`src/rtl/ro_puf_pkg.sv`:
```
// Shared FSM state encoding and default parameter constants for the RO PUF engine.
package ro_puf_pkg;

  localparam int unsigned N_BITS_DEF     = 8;
  localparam int unsigned CNT_W_DEF      = 16;
  localparam int unsigned WIN_W_DEF      = 16;
  localparam int unsigned VOTES_DEF      = 3;
  localparam int unsigned SETTLE_CYC_DEF = 4;

  // Vote accumulators and vote index are sized for VOTES up to 15
  localparam int unsigned VOTE_W = 4;

  typedef enum logic [2:0] {
    ST_IDLE,
    ST_SETTLE,
    ST_MEASURE,
    ST_COMPARE,
    ST_DONE
  } state_t;

endpackage

```
`src/rtl/ro_edge_counter.sv`:
```
// Synchronises one free-running oscillator, detects its rising edges and counts
// them into a saturating counter that can be cleared.
module ro_edge_counter #(
  parameter int unsigned CNT_W = 16
) (
  input  logic             clk,
  input  logic             rst,
  input  logic             clr,
  input  logic             en,
  input  logic             osc,
  output logic [CNT_W-1:0] count
);

  // sync[1:0] is the two-flop synchroniser, sync[2] the previous synchronised value
  logic [2:0] sync;
  logic       rise;

  assign rise = sync[1] & ~sync[2];

  // Synchroniser and edge-detect history run continuously
  always_ff @(posedge clk) begin
    if (rst) begin
      sync <= 3'b000;
    end else begin
      sync <= {sync[1:0], osc};
    end
  end

  // Saturating edge counter; clear wins over counting
  always_ff @(posedge clk) begin
    if (rst || clr) begin
      count <= '0;
    end else if (en && rise && (count != {CNT_W{1'b1}})) begin
      count <= count + CNT_W'(1);
    end
  end

endmodule

```
`src/rtl/ro_puf_engine.sv`:
```
// Ring-oscillator PUF engine: settles the oscillator pairs, measures edge counts
// over a window, majority-votes A-faster-than-B over VOTES runs and masks the
// result with the latched challenge.
module ro_puf_engine
  import ro_puf_pkg::*;
#(
  parameter int unsigned N_BITS     = N_BITS_DEF,
  parameter int unsigned CNT_W      = CNT_W_DEF,
  parameter int unsigned WIN_W      = WIN_W_DEF,
  parameter int unsigned VOTES      = VOTES_DEF,
  parameter int unsigned SETTLE_CYC = SETTLE_CYC_DEF
) (
  input  logic              clk,
  input  logic              rst,
  input  logic              ena,
  input  logic              start,
  input  logic [N_BITS-1:0] challenge,
  input  logic [WIN_W-1:0]  window,
  input  logic [N_BITS-1:0] ro_a,
  input  logic [N_BITS-1:0] ro_b,
  output logic              ro_en,
  output logic              busy,
  output logic              done,
  output logic [N_BITS-1:0] response,
  output logic [N_BITS-1:0] tie
);

  localparam int unsigned SET_W = (SETTLE_CYC > 1) ? $clog2(SETTLE_CYC) : 1;

  state_t                        state;
  logic [N_BITS-1:0]             chal_q;
  logic [WIN_W-1:0]              win_q;
  logic [WIN_W-1:0]              meas_cnt;
  logic [SET_W-1:0]              set_cnt;
  logic [VOTE_W-1:0]             vote_idx;
  logic [N_BITS-1:0][VOTE_W-1:0] votes;
  logic [N_BITS-1:0][VOTE_W-1:0] votes_nxt;
  logic [N_BITS-1:0]             tie_acc;
  logic [N_BITS-1:0]             tie_nxt;
  logic [N_BITS-1:0]             resp_nxt;
  logic [N_BITS-1:0][CNT_W-1:0]  cnt_a;
  logic [N_BITS-1:0][CNT_W-1:0]  cnt_b;
  logic                          cnt_clr;
  logic                          cnt_en;

  // Counters only run in MEASURE, hold through COMPARE, and are zero otherwise
  assign cnt_en  = (state == ST_MEASURE);
  assign cnt_clr = (state != ST_MEASURE) && (state != ST_COMPARE);

  for (genvar g = 0; g < int'(N_BITS); g++) begin : g_pair
    ro_edge_counter #(.CNT_W(CNT_W)) u_cnt_a (
      .clk   (clk),
      .rst   (rst),
      .clr   (cnt_clr),
      .en    (cnt_en),
      .osc   (ro_a[g]),
      .count (cnt_a[g])
    );
    ro_edge_counter #(.CNT_W(CNT_W)) u_cnt_b (
      .clk   (clk),
      .rst   (rst),
      .clr   (cnt_clr),
      .en    (cnt_en),
      .osc   (ro_b[g]),
      .count (cnt_b[g])
    );
  end

  // Vote/tie accumulators after the current comparison, and the response they imply
  always_comb begin
    votes_nxt = votes;
    tie_nxt   = tie_acc;
    resp_nxt  = '0;
    for (int unsigned i = 0; i < N_BITS; i++) begin
      if (cnt_a[i] > cnt_b[i]) begin
        votes_nxt[i] = votes[i] + VOTE_W'(1);
      end else if (cnt_a[i] == cnt_b[i]) begin
        tie_nxt[i] = 1'b1;
      end
      resp_nxt[i] = (votes_nxt[i] > VOTE_W'(VOTES / 2)) ^ chal_q[i];
    end
  end

  // Sequencing FSM with registered outputs
  always_ff @(posedge clk) begin
    if (rst) begin
      state    <= ST_IDLE;
      chal_q   <= '0;
      win_q    <= '0;
      meas_cnt <= '0;
      set_cnt  <= '0;
      vote_idx <= '0;
      votes    <= '0;
      tie_acc  <= '0;
      ro_en    <= 1'b0;
      busy     <= 1'b0;
      done     <= 1'b0;
      response <= '0;
      tie      <= '0;
    end else begin
      done <= 1'b0;
      case (state)
        ST_IDLE: begin
          if (start && ena) begin
            chal_q   <= challenge;
            win_q    <= (window == '0) ? WIN_W'(1) : window;
            votes    <= '0;
            tie_acc  <= '0;
            vote_idx <= '0;
            set_cnt  <= '0;
            ro_en    <= 1'b1;
            busy     <= 1'b1;
            state    <= ST_SETTLE;
          end
        end
        ST_SETTLE: begin
          if (set_cnt == SET_W'(SETTLE_CYC - 1)) begin
            set_cnt  <= '0;
            meas_cnt <= WIN_W'(1);
            state    <= ST_MEASURE;
          end else begin
            set_cnt <= set_cnt + SET_W'(1);
          end
        end
        ST_MEASURE: begin
          if (meas_cnt == win_q) begin
            state <= ST_COMPARE;
          end else begin
            meas_cnt <= meas_cnt + WIN_W'(1);
          end
        end
        ST_COMPARE: begin
          votes    <= votes_nxt;
          tie_acc  <= tie_nxt;
          vote_idx <= vote_idx + VOTE_W'(1);
          if (vote_idx == VOTE_W'(VOTES - 1)) begin
            response <= resp_nxt;
            tie      <= tie_nxt;
            done     <= 1'b1;
            ro_en    <= 1'b0;
            state    <= ST_DONE;
          end else begin
            state <= ST_SETTLE;
          end
        end
        ST_DONE: begin
          busy  <= 1'b0;
          state <= ST_IDLE;
        end
        default: begin
          ro_en <= 1'b0;
          busy  <= 1'b0;
          state <= ST_IDLE;
        end
      endcase
    end
  end

endmodule

```
`config.mk`:
```
export PLATFORM = sky130hd
export DESIGN_NAME = ro_puf_engine
export DESIGN_NICKNAME = d
export VERILOG_FILES = /design/src/rtl/ro_puf_pkg.sv /design/src/rtl/ro_edge_counter.sv /design/src/rtl/ro_puf_engine.sv
export SDC_FILE = /design/constraint.sdc
export NUM_CORES = 1
export LEC_CHECK = 0
export ABC_AREA = 1
export BUFFER_PORTS_ARGS = -buffer_cell sky130_fd_sc_hd__buf_2
export CORE_ASPECT_RATIO = 0.6
export CORE_MARGIN = 2
export CORE_UTILIZATION = 58
export DETAILED_ROUTE_END_ITERATION = 12
export GPL_ROUTABILITY_DRIVEN = 0
export PLACE_DENSITY = 0.75
export SKIP_CTS_REPAIR_TIMING = 1
export SYNTH_ARGS = -nofsm -noshare
export SYNTH_HDL_FRONTEND = slang
export SYNTH_SLANG_ARGS = --single-unit
export TNS_END_PERCENT = 1
```
`constraint.sdc`:
```
create_clock -name clk -period 4.1 [get_ports clk]
set_clock_uncertainty 0.05 [all_clocks]
set_input_delay 0.615 -clock clk [delete_from_list [all_inputs] [get_ports clk]]
set_output_delay 0.615 -clock clk [all_outputs]
set_load 0.01 [all_outputs]
```
==> results.toml, run 1 <==
[die]
core_area_mm2 = 0.0379
std_cell_rows = 55
top_level_ports = 63
initial_utilization_pct = 59.1
dieArea_mm2 = 0.0403
die-height_um = 156
fp.dieW_um = 258

[global_route]
grt_start_max_net_pins = 170
grt_pass1_vias = 19200
met1_usage_pct = 39.4
global_route.overflow_total = 0
global_route.usage.met2_pct = 42.6
first_pass_grt_wire_length_um = 92100
grt_usage_pct = 27.3
antenna_found_initial = 1
gr-max-usage-layer = "met2"
met3_usage_pct = 4.54

[critical_path]
setup.worst_path.end_class = "register"
regToRegSetupSlack_ns = 1.32
cp_top_family = "simple AND/OR/NAND/NOR gates"
worstReg2RegStart = "state[2]"
worst_r2r_path_depth = 12
worst-endpoint-required_ns = 4.50
worst_path_max_delay_cell = "sky130_fd_sc_hd__dfxtp_1"
critical_path.cell_chain = "inv_2 -> nand2_4 -> nor2_8 -> inv_2 -> nor3_1 -> nand2_1 -> inv_1 -> nand2_1 -> nor2_1 -> nand4_1 -> o21ai_0 -> a21oi_1"
startpoint_type = "register"
timing.critical_path.buf_inv = 3
worst-endpoint-arrival_ns = 3.18
critical_path_fanout_max = 21
timing_worst_setup_path_type = "reg -> reg"
r2r-end = "g_pair[2].u_cnt_b.count[14]"
slowest_delay_ns = 0.34

[route]
detailedRoute.firstIterationViolations = 2107
routed_wirelength_um = 55500
detail_route.wl_per_cell_um = 14.6
via_count = 20900
detail_route.vias_per_cell = 5.51
drt-pass1-iter-count = 6
post-route-drc-count = 0
drt.antenna.violating_nets = 0

[layout]
layout-drive-gt1-share_pct = 7.04
final_net_count = 3452
multiInputGateArea_mm2 = 0.0120
area_growth_syn_to_layout_pct = 10.2
insertedDiodeCount = 0
final.fill_count = 3283
layout.area.seq_mm2 = 0.00825

[hold_path]
holdCritPathClass = "in -> reg"
hold_start = "ro_b[5]"
whs_path_depth = 3
hold-path-endpoint = "g_pair[5].u_cnt_b.sync[0]"

[logic_synthesis]
top_cells_by_area_synth = "sky130_fd_sc_hd__dfxtp_1 (37%), sky130_fd_sc_hd__nand2_1 (9.7%), sky130_fd_sc_hd__ha_1 (8.7%)"
ys_ff_latch = 412
mappedNetlistNets = 3404
yosysSeqAreaShare_pct = 36.8
synthesis.area_mm2 = 0.0224
yosysTopAreaCell = "sky130_fd_sc_hd__dfxtp_1"
avgSynthCellArea_um2 = 7.00
yosys.cell_types.count = 57
proportion_of_netlist_area_held_by_the_largest_area_contributor_pct = 36.8
synth-async-reset-ratio_pct = 0
synthCells = 3204
synth_enable_flop_cells = 0
synth_warnings = 0
synth_flop_type = "sky130_fd_sc_hd__dfxtp_1"

[run]
max_cap_viol_count = 0

[cts]
cts.sinks = 412
cts-root-to-sink-buffers = 3
worst_setup_hold_path_clk_slew_ns = 0.06
worst_skew_pair.late_latency_ns = 0.56
cts_max_level = 2
cts-root-buf = "sky130_fd_sc_hd__clkbuf_16"
tritoncts = "done"
total_clock_buffers_created_by_cts = 40

[timing]
tns_ns = 0
final-setup-viol-count = 0
maxSlewViolCount = 0
timing.fmax_mhz = 359
finalHoldViolCount = 0
worst_slew_margin_rel_pct = 36.9
worst_slew_pin_slew_ns = 0.946
period_share_pct = 67.9
unrepaired_setup_endpoints_after_global_routing = "no"
final_min_period_ns = 2.78

[pwr]
power.static_leakage_nw = 9.57
pwr_density_cell_mw_per_mm2 = 372
vdd_ir_drop_max_mv = 0.278
report.power.total_mw = 9.19

[placement]
hpwlAfterDp_um = 40000
io_buffer_count = 62

[outcome]
status = "finished, final reports clean"
[metal layers]
layer	vias up	routed length (um)	part of all wire, %
met5	-	0	0
met4	0	1030	1.9
met3	81	3690	6.6
met2	627	23400	42
met1	9557	27400	49
li1	10700	-	-
[worst max path at each step]
stage	from	end	slack, ns	cells after the start
after floorplan	rst	g_pair[0].u_cnt_b.count[15]	2.12	6
after global placement	rst	g_pair[2].u_cnt_b.count[10]	1.43	6
after detailed placement	rst	g_pair[3].u_cnt_a.count[13]	1.43	6
after CTS	state[2]	g_pair[2].u_cnt_b.count[14]	1.36	12
after global routing	state[2]	g_pair[2].u_cnt_b.count[14]	1.14	12
final	state[2]	g_pair[2].u_cnt_b.count[14]	1.32	12
[worst reg2reg max path, delay by kind of cell, from the launching register on]
family / cells / cell delay (ns)
AO/OA/AOI/OAI: 2 / 0.24
buffers and inverters: 3 / 0.64
flip-flops: 1 / 0.34
AND/OR/NAND/NOR: 7 / 1.40
[cell type report]
type / instances / area share (%)
Timing Repair Buffer: 75 / 1.71
Clock buffer: 50 / 4.37
Tap cell: 513 / 2.60
Multi-Input combinational cell: 2203 / 48.4
Inverter: 520 / 7.90
Sequential cell: 412 / 33.4
Clock inverter: 23 / 1.63
[sequential cells by signal, summed over array words and instances (netlist names), 2 cells and up]
signal                cells
state                     3
win_q                    16
set_cnt                   2
tie                       8
votes                    32
meas_cnt                 16
chal_q                    8
g_pair.u_cnt_a.sync      24
response                  8
g_pair.u_cnt_b.count    128
tie_acc                   8
g_pair.u_cnt_a.count    128
vote_idx                  4
g_pair.u_cnt_b.sync      24
[power breakdown]
| part | internal, mW | leakage, nW | switching (mW) |
|---|---|---|---|
| clock network | 2.52 | 0.719 | 1.70 |
| logic | 0.224 | 5.52 | 0.594 |
| registers | 4.09 | 3.33 | 0.0681 |
| total | 6.83 | 9.57 | 2.36 |
[Yosys cell counts, types with 2 or more instances]
| master | count |
|---|---|
| sky130_fd_sc_hd__or2_2 | 6 |
| sky130_fd_sc_hd__nand2_2 | 15 |
| sky130_fd_sc_hd__nand4_1 | 68 |
| sky130_fd_sc_hd__xnor2_1 | 8 |
| sky130_fd_sc_hd__a21boi_0 | 2 |
| sky130_fd_sc_hd__a221oi_1 | 4 |
| sky130_fd_sc_hd__o21ai_0 | 201 |
| sky130_fd_sc_hd__a31oi_1 | 14 |
| sky130_fd_sc_hd__nor3_1 | 128 |
| sky130_fd_sc_hd__nor3_2 | 16 |
| sky130_fd_sc_hd__nor2_4 | 3 |
| sky130_fd_sc_hd__inv_1 | 502 |
| sky130_fd_sc_hd__o311a_1 | 5 |
| sky130_fd_sc_hd__nand4_2 | 4 |
| sky130_fd_sc_hd__inv_2 | 15 |
| sky130_fd_sc_hd__nor3b_1 | 22 |
| sky130_fd_sc_hd__nor4_1 | 33 |
| sky130_fd_sc_hd__nand3b_1 | 3 |
| sky130_fd_sc_hd__o21bai_1 | 7 |
| sky130_fd_sc_hd__nand2_1 | 582 |
| sky130_fd_sc_hd__clkinv_1 | 3 |
| sky130_fd_sc_hd__buf_2 | 5 |
| sky130_fd_sc_hd__nor2_1 | 329 |
| sky130_fd_sc_hd__o21a_1 | 19 |
| sky130_fd_sc_hd__nand4_4 | 2 |
| sky130_fd_sc_hd__nor3_4 | 2 |
| sky130_fd_sc_hd__and3_1 | 4 |
| sky130_fd_sc_hd__buf_1 | 5 |
| sky130_fd_sc_hd__a211oi_1 | 11 |
| sky130_fd_sc_hd__o21ai_1 | 3 |
| sky130_fd_sc_hd__xor2_1 | 42 |
| sky130_fd_sc_hd__clkbuf_1 | 57 |
| sky130_fd_sc_hd__nand3_1 | 187 |
| sky130_fd_sc_hd__o211a_1 | 2 |
| sky130_fd_sc_hd__nor2_2 | 13 |
| sky130_fd_sc_hd__a21o_1 | 8 |
| sky130_fd_sc_hd__o22ai_1 | 4 |
| sky130_fd_sc_hd__nand3_2 | 5 |
| sky130_fd_sc_hd__ha_1 | 156 |
| sky130_fd_sc_hd__dfxtp_1 | 412 |
| sky130_fd_sc_hd__a21oi_1 | 281 |
[logic make-up after synthesis]
logic type	share of synthesized area (%)
simple gates	29.0
buf+inv	9.94
compound gates	13.6
flops	36.8
fa+ha+maj	8.71
xor+xnor	1.95
[layout by cell type, fill, tap and decap left out, types with 5 or more instances in the layout]
master	n
sky130_fd_sc_hd__nor3b_1	22
sky130_fd_sc_hd__a31oi_1	14
sky130_fd_sc_hd__ha_1	156
sky130_fd_sc_hd__o21ai_0	201
sky130_fd_sc_hd__nand4_1	68
sky130_fd_sc_hd__o21bai_1	7
sky130_fd_sc_hd__nor3_2	16
sky130_fd_sc_hd__nor4_1	33
sky130_fd_sc_hd__a21oi_1	281
sky130_fd_sc_hd__dfxtp_1	412
sky130_fd_sc_hd__nand3_1	187
sky130_fd_sc_hd__clkinv_2	7
sky130_fd_sc_hd__o311a_1	5
sky130_fd_sc_hd__buf_4	13
sky130_fd_sc_hd__nand2_1	582
sky130_fd_sc_hd__o21a_1	19
sky130_fd_sc_hd__nor3_1	128
sky130_fd_sc_hd__a21o_1	8
sky130_fd_sc_hd__nand3_2	5
sky130_fd_sc_hd__buf_2	61
sky130_fd_sc_hd__clkbuf_1	6
sky130_fd_sc_hd__clkbuf_16	40
sky130_fd_sc_hd__nand2_2	15
sky130_fd_sc_hd__xnor2_1	8
sky130_fd_sc_hd__xor2_1	42
sky130_fd_sc_hd__or2_2	6
sky130_fd_sc_hd__bufinv_16	10
sky130_fd_sc_hd__a211oi_1	11
sky130_fd_sc_hd__nor2_2	14
sky130_fd_sc_hd__nor2_1	327
sky130_fd_sc_hd__inv_2	16
sky130_fd_sc_hd__inv_1	502
[per-stage QoR]
stage               util, %  instance area (um2)  hold WS, ns  instances  setup WS (ns)
finish                 65.1                24700        0.206       3796           1.32
detailed placement     61.2                23200        0.346       3723           1.43
global route           65.1                24700        0.203       3796           1.14
floorplan                 -                22400        0.338       3204           2.12
CTS                    65.1                24700        0.186       3796           1.36
global placement       61.2                23200        0.340       3723           1.43
No activity file was read; power rests on OpenSTA's default activity.
==> run 2: changes to the inputs <==
- CORE_UTILIZATION: 58 -> 57
- PLACE_DENSITY: 0.75 -> 0.77
- clock period: 4.1 -> 2.43 ns (I/O delays scaled with it)
==> results.toml, run 2 (same netlist as run 1, synthesis figures left out) <==
[outcome]
status = "finished, final reports clean"

[layout]
layout_commonest_cell = "sky130_fd_sc_hd__nand2_1"
mostFrequentLayoutCells = "sky130_fd_sc_hd__nand2_1 (576), sky130_fd_sc_hd__inv_1 (502), sky130_fd_sc_hd__dfxtp_1 (410), sky130_fd_sc_hd__nor2_1 (317), sky130_fd_sc_hd__a21oi_1 (278)"
final.fill_count = 3332
postLayoutCoreUtil_pct = 64.3
biggestRegsByFlops = "g_pair.u_cnt_a.count (128), g_pair.u_cnt_b.count (128), votes (32)"
post-route-cell-area_mm2 = 0.0250
layout-drive-gt1-share_pct = 8.27
finish.cell_count_without_fillers = 3837
final_net_count = 3488
area_growth_syn_to_layout_pct = 11.5
insertedDiodeCount = 0

[pwr]
pwr_density_cell_mw_per_mm2 = 589
power.static_leakage_nw = 9.74
vdd_ir_drop_max_mv = 0.562

[hold_path]
holdCritPathClass = "in -> reg"
whs_path_depth = 3
hold-path-endpoint = "g_pair[0].u_cnt_a.sync[0]"
hold_start = "ro_a[0]"

[cts]
cts_max_level = 2
cts.sinks = 412
worst_skew_pair.late_latency_ns = 0.56
total_clock_buffers_created_by_cts = 40
cts-root-to-sink-buffers = 3
worst_setup_hold_path_clk_slew_ns = 0.06
cts-root-buf = "sky130_fd_sc_hd__clkbuf_16"
tritoncts = "done"

[critical_path]
slowest_delay_ns = 0.38
cp-startpoint = "g_pair[1].u_cnt_b.count[14]"
worst-endpoint-arrival_ns = 2.72
setup.worst_path.end_class = "register"
timing_worst_setup_path_type = "reg -> reg"
regToRegSetupSlack_ns = 0.12
r2r-end = "response[1]"
worstReg2RegStart = "g_pair[1].u_cnt_b.count[14]"
startpoint_type = "register"
worst_path_max_delay_cell = "sky130_fd_sc_hd__dfxtp_1"
worst_r2r_path_depth = 15
critical_path_fanout_max = 4
critical_path.cell_chain = "inv_1 -> ha_1 -> nand4_1 -> nor2_1 -> nand3_1 -> inv_1 -> nor2_1 -> nand2_1 -> nand2_1 -> nand2_1 -> nand3_1 -> nand2_1 -> nand3_1 -> nand2_1 -> inv_1"
worst-endpoint-required_ns = 2.84
cpMostUsedCell = "sky130_fd_sc_hd__nand2_1"

[die]
top_level_ports = 63
die-height_um = 158
fp.dieW_um = 260
dieArea_mm2 = 0.0410
initial_utilization_pct = 57.6
core_area_mm2 = 0.0389
std_cell_rows = 56

[placement]
placed_cells = 3750
io_buffer_count = 62
postPlaceCellArea_mm2 = 0.0234
hpwlAfterDp_um = 40300

[route]
detail_route.wl_per_cell_um = 14.6
drt.antenna.violating_nets = 0
drt-pass1-iter-count = 6
post-route-drc-count = 0
detailedRoute.firstIterationViolations = 2102
detail_route.vias_per_cell = 5.50
via_count = 21100
routed_wirelength_um = 56100

[timing]
maxSlewViolCount = 0
unrepaired_setup_endpoints_after_global_routing = "yes"
final-setup-viol-count = 0
tns_ns = 0
worst_slew_margin_rel_pct = 57.4
timing.fmax_mhz = 433
final_min_period_ns = 2.31
period_share_pct = 94.9
finalHoldViolCount = 0
worst_slew_pin_slew_ns = 0.640

[global_route]
grt_usage_pct = 26.8
grt_pass1_vias = 19200
antenna_found_initial = 1
grt_start_max_net_pins = 106
global_route.overflow_total = 0
first_pass_grt_wire_length_um = 92100

[run]
max_cap_viol_count = 0
[run 2: cell types whose count changed in the layout (fill, tap and decap cells not counted), moves of 5 or more]
| cell | delta |
|---|---|
| sky130_fd_sc_hd__nand3_1 | -5 |
| sky130_fd_sc_hd__dlygate4sd3_1 | +15 |
| sky130_fd_sc_hd__nand2_1 | -6 |
| sky130_fd_sc_hd__clkbuf_8 | +7 |
| sky130_fd_sc_hd__buf_4 | +18 |
| sky130_fd_sc_hd__nor2_1 | -10 |
| sky130_fd_sc_hd__nand3_2 | +5 |
| sky130_fd_sc_hd__clkbuf_1 | +5 |
| sky130_fd_sc_hd__bufinv_16 | -10 |
| sky130_fd_sc_hd__nor2_2 | +7 |
[run 2: worst max path at each step]
stage | endpoint | slack [ns]
floorplan | response[4] | 0.53
global placement | g_pair[3].u_cnt_b.count[13] | 0.18
detailed placement | g_pair[3].u_cnt_b.count[13] | 0.09
CTS | g_pair[3].u_cnt_b.count[13] | 0.002
global route | g_pair[7].u_cnt_b.count[14] | -0.04
finish | response[1] | 0.12
[run 2: area by class of cell]
type                       instances  area (um2)  area share [%]
clock buffer                      64        1240            4.98
clock inverter                     5        36.3           0.145
inverter                         520        1950            7.82
multi-input combinational       2203       12100            48.4
sequential                       412        8250            33.0
tap                              522         653            2.61
timing repair buffer             111         768            3.07
[run 2: where the power goes]
group / switching [mW] / leakage, nW / total, mW / internal (mW)
registers: 0.122 / 3.33 / 7.02 / 6.90
logic: 1.04 / 5.77 / 1.48 / 0.447
clock network: 2.70 / 0.632 / 6.20 / 3.50
total: 3.86 / 9.74 / 14.7 / 10.8
[run 2: per-stage QoR]
stage	power, mW	setup slack, ns	hold slack, ns
after floorplan	8.12	0.534	0.338
after global placement	8.53	0.182	0.343
after detailed placement	8.57	0.0912	0.344
after CTS	14.7	0.00246	-0.0556
after global routing	15.2	-0.0365	0.00925
final	14.7	0.123	0.000134
[run 2: critical path, delay by kind of cell, from the launching register on]
kind | cells | cell delay (ns)
flip-flops | 1 | 0.38
adder cells (fa/ha/maj) | 1 | 0.31
AND/OR/NAND/NOR | 11 | 1.19
buffers and inverters | 3 | 0.28
[run 2: layer usage]
| layer | vias to the layer above | GRT usage, % | wire [um] |
|---|---|---|---|
| met2 | 676 | 42.1 | 24300 |
| met4 | 0 | 6.27 | 891 |
| met1 | 9639 | 38.8 | 27100 |
| met5 | - | 0 | 0 |
| li1 | 10700 | - | - |
| met3 | 82 | 3.71 | 3840 |
